**config.mk**
```make
export PLATFORM = sky130hd
export DESIGN_NAME = aes_decrypt_seq
export DESIGN_NICKNAME = d
export VERILOG_FILES = /design/src/rtl/aes_decrypt_seq.sv
export SDC_FILE = /design/constraint.sdc
export NUM_CORES = 1
export LEC_CHECK = 0
export ABC_CLOCK_PERIOD_IN_PS = 6950
export CAP_MARGIN = 20
export CORE_AREA = 2 2 305 307
export DETAILED_ROUTE_END_ITERATION = 10
export DIE_AREA = 0 0 307 309
export GPL_TIMING_DRIVEN = 1
export PLACE_DENSITY = 0.34
export SYNTH_ARGS = -nofsm -noshare
export SYNTH_HDL_FRONTEND = slang
export SYNTH_SLANG_ARGS = --single-unit
```
**constraint.sdc**
```tcl
create_clock -name clk -period 6.95 [get_ports clk]
set_input_delay 0.695 -clock clk [delete_from_list [all_inputs] [get_ports clk]]
set_output_delay 0.695 -clock clk [all_outputs]
set_load 0.01 [all_outputs]
```
**src/rtl/aes_decrypt_seq.sv**
```systemverilog
// Round sequencer for an iterative AES inverse cipher: owns the state register
// and steps the external round units through key indices NR down to 0.
module aes_decrypt_seq #(
  parameter int NK = 4,
  parameter int NR = 10
) (
  input  logic         clk,
  input  logic         reset,
  input  logic         in_valid,
  output logic         in_ready,
  input  logic [0:127] in_data,
  output logic [3:0]   key_idx,
  output logic [0:127] state_out,
  input  logic [0:127] init_res,
  input  logic [0:127] mid_res,
  input  logic [0:127] last_res,
  output logic         out_valid,
  input  logic         out_ready,
  output logic [0:127] out_data,
  output logic         busy
);

  localparam logic [2:0] S_IDLE  = 3'd0;
  localparam logic [2:0] S_INIT  = 3'd1;
  localparam logic [2:0] S_ROUND = 3'd2;
  localparam logic [2:0] S_LAST  = 3'd3;
  localparam logic [2:0] S_DONE  = 3'd4;

  localparam logic [3:0] NR_IDX = 4'(NR);

  if (!(NR == 10 || NR == 12 || NR == 14)) begin : g_bad_nr
    $fatal(1, "aes_decrypt_seq: NR must be 10, 12 or 14 (NK=%0d)", NK);
  end

  logic [2:0]   fsm_reg;
  logic [2:0]   fsm_next;
  logic [0:127] block_reg;
  logic [3:0]   key_idx_reg;
  logic         out_valid_reg;

  always_comb begin
    fsm_next = fsm_reg;
    case (fsm_reg)
      S_IDLE:  if (in_valid) fsm_next = S_INIT;
      S_INIT:  fsm_next = S_ROUND;
      S_ROUND: if (key_idx_reg == 4'd1) fsm_next = S_LAST;
      S_LAST:  fsm_next = S_DONE;
      S_DONE:  if (out_ready) fsm_next = S_IDLE;
      default: fsm_next = S_IDLE;
    endcase
  end

  // Each non-idle state loads exactly one round result; key_idx reaches 0 on
  // entry to LAST and is never decremented again, so it cannot wrap.
  always_ff @(posedge clk or posedge reset) begin
    if (reset) begin
      fsm_reg       <= S_IDLE;
      block_reg     <= '0;
      key_idx_reg   <= '0;
      out_valid_reg <= 1'b0;
    end else begin
      fsm_reg <= fsm_next;
      case (fsm_reg)
        S_IDLE: begin
          if (in_valid) begin
            block_reg   <= in_data;
            key_idx_reg <= NR_IDX;
          end
        end
        S_INIT: begin
          block_reg   <= init_res;
          key_idx_reg <= NR_IDX - 4'd1;
        end
        S_ROUND: begin
          block_reg   <= mid_res;
          key_idx_reg <= key_idx_reg - 4'd1;
        end
        S_LAST: begin
          block_reg     <= last_res;
          out_valid_reg <= 1'b1;
        end
        S_DONE: begin
          if (out_ready) out_valid_reg <= 1'b0;
        end
        default: out_valid_reg <= 1'b0;
      endcase
    end
  end

  assign in_ready  = (fsm_reg == S_IDLE);
  assign busy      = (fsm_reg != S_IDLE);
  assign key_idx   = key_idx_reg;
  assign state_out = block_reg;
  assign out_data  = block_reg;
  assign out_valid = out_valid_reg;

endmodule

```
==> metrics.txt <==
DP Area=0.0177 sq mm; H-tree levels=4; hold_sp=out_data[93]; Final min period=3.22 ns; worst slew pin tran=roughly 1.3 ns; FFs w/ async S/R, synth=1.00; area delta synth->final=87.8%; CTS buffer count=17; flops & latches, synth=roughly 140; GR Util met2=0.225; initial core utilization=0.107; initial antenna violation count=6; Critical-path top delay cell=dfrtp_4; core box area=between 0.09 and 0.1 sq mm; first drt pass iteration count=4; DRT antenna net count=0; Critical Path Sink Type=register; Mapped Nets=about 1700; final setup vio count=0; vias in the first global route=11300; CTS tree=built; fin. max-slew vios=0; cell count after placement=about 2900; fin nets=2265; largest net degree at the start of global routing=~150; die area=0.0949 sq mm; Core Rows=111; status=completed; first-pass GRT wire length=about 85 mm; share of layout cells above drive strength 1=0.0301; Static Leak=7.03 nW; Seq/Total Area, Yosys=0.349; GRT overflow=0; number of max-capacitance violations reported=0; synth top area cells=dfrtp_1 35%, mux2i_1 13%, a221o_1 13%; critical path type=register to register; Worst R2R Path Depth=5; Setup TNS=0 ns; CTS Buffer Depth=2; number of synthesized flops with an enable pin=0; CTS Hold Bufs=0; R2R Path Start=fsm_reg[1]; final hold violations=0; Synth warnings=0; Clock Tree Root=clkbuf_16; fin area=0.0183 sq mm; DR iter-0 viols=560; Post-Syn Area per Cell=8.37 sq um; Reg2Reg Setup Slack=3.73 ns; final worst slack=3.73 ns; Pwr Density=~400 mW/mm^2; grt met3 use=0.0471; worst rel slew slack=0.118; synthesized area=0.00974 sq mm; Setup WS pre-CTS=3.76 ns; Hold EP=out_data[93]; Sink Count=~140; Main synth FF type=dfrtp_1; RSZ-0062 raised after global routing=no; drc violations=0; worst hold-check path type=register to register; Layout Cells excl Fill=2947; RePlAce Congestion=just under 0.8; commonest non-fill, non-tap cell in the layout=clkdlybuf4s50_1; final WL=between 60 and 70 mm; synthesized instance count=around 1200; top-area cell type share of the netlist area=0.349; commonest cells after routing, fill and taps aside=777 x clkdlybuf4s50_1, 247 x nand2_1, 135 x dfrtp_1; CP max FO=roughly 150; Yosys top cell by area=dfrtp_1; WP data required=7.30 ns; met1 GRT Util=0.139; max reg flops=around 130; post_cts resized=0; CP arrival=between 3 and 4 ns; RR Endpoint=out_data[82]; Chip Height=309 um; Die X=307 um; I/O pins=779; Clock transition at path regs=about 0.070 ns; worst ir drop on vdd=185 uV; Routed wire per std cell=20.9 um; CP startpoint kind=register; setup bufs post-CTS=0; Netlist cell types=30; Most Used Layer, Global Route=met2; CP cell instances=buf_12 -> buf_4 -> mux2i_1 -> nor2_1 -> a221o_1; vias=10800; post-DP HPWL=48.3 mm; drt via density=3.65; Worst Skew=0.0171 ns; Worst-Skew Late Latency=roughly 0.48 ns; Tcrit/Tclk final=0.463; Max Clk Rate=311 MHz; Critical path origin=fsm_reg[1]; port bufs=between 700 and 800; fill cell count=10200; GRT Util Overall=0.125; CP peak stage delay=approximately 0.74 ns; hold path depth=1
-- routing by layer --
layer | routed length [um] | part of all wire | vias up
li1 | - | - | 5156
met1 | 23500 | 0.38 | 5088
met2 | 31800 | 0.52 | 470
met3 | 5550 | 0.090 | 34
met4 | 785 | 0.013 | 2
met5 | 13 | 0.00021 | -
-- layout make-up --
type | instances | area, sq um | share of cell area
multi-input combinational | 793 | 4870 | 0.266
inverter | 6 | 27.5 | 0.00150
clock buffer | 18 | 439 | 0.0240
sequential | 136 | 3410 | 0.186
antenna | 2 | 5.00 | 0.000274
tap | 1186 | 1480 | 0.0811
timing repair buffer | 793 | 7910 | 0.433
clock inverter | 13 | 145 | 0.00793
-- where the power goes --
group          internal (mW)  leakage (nW)  total, mW  switching (mW)
registers               1.20          1.66       1.70           0.502
logic                   2.37          5.09       4.63            2.25
clock network          0.539         0.279      0.982           0.443
-- synth_stat cells, drive strengths merged (5+ instances only) --
library cell / number
nor2: 130
a221o: 128
o21ai: 125
a21oi: 5
inv: 6
clkbuf: 54
mux2i: 129
a22o: 6
nand2b: 5
buf: 175
nand2: 247
dfrtp: 136
-- worst max-delay path: cells and delay by family (launching register included) --
family	cells	cell delay [ns]
AOI/OAI and AO/OA	1	0.28
buffers and inverters	2	1.11
DFF	1	0.74
muxes	1	0.28
and+or+nand+nor	1	0.06
-- worst max-delay path by stage --
| stage | to | cells past startpoint |
|---|---|---|
| 6_report | out_data[82] | 5 |
| 3_3_place_gp | out_data[102] | 5 |
| 4_1_cts | in_ready | 3 |
| 5_1_grt | out_data[81] | 5 |
| 3_5_place_dp | out_data[75] | 5 |
| 2_1_floorplan | fsm_reg[0] | 1 |
-- logic make-up after synthesis --
group,after synthesis,share of synthesized area
and+or+nand+nor,392,0.155
AOI/OAI and AO/OA,270,0.208
buffers and inverters,235,0.152
DFF,136,0.349
muxes,129,0.133
adders and majority gates,2,0.00257
-- per-stage QoR --
step	power (mW)	hold WS (ns)	utilization
after global placement	6.45	0.535	0.194
after detailed placement	6.47	0.539	0.194
after CTS	7.53	0.559	0.200
final	7.31	0.550	0.200
after floorplan	4.22	0.535	-
after global routing	7.85	0.573	0.200
Note: power is estimated with default switching activity, not from simulation.
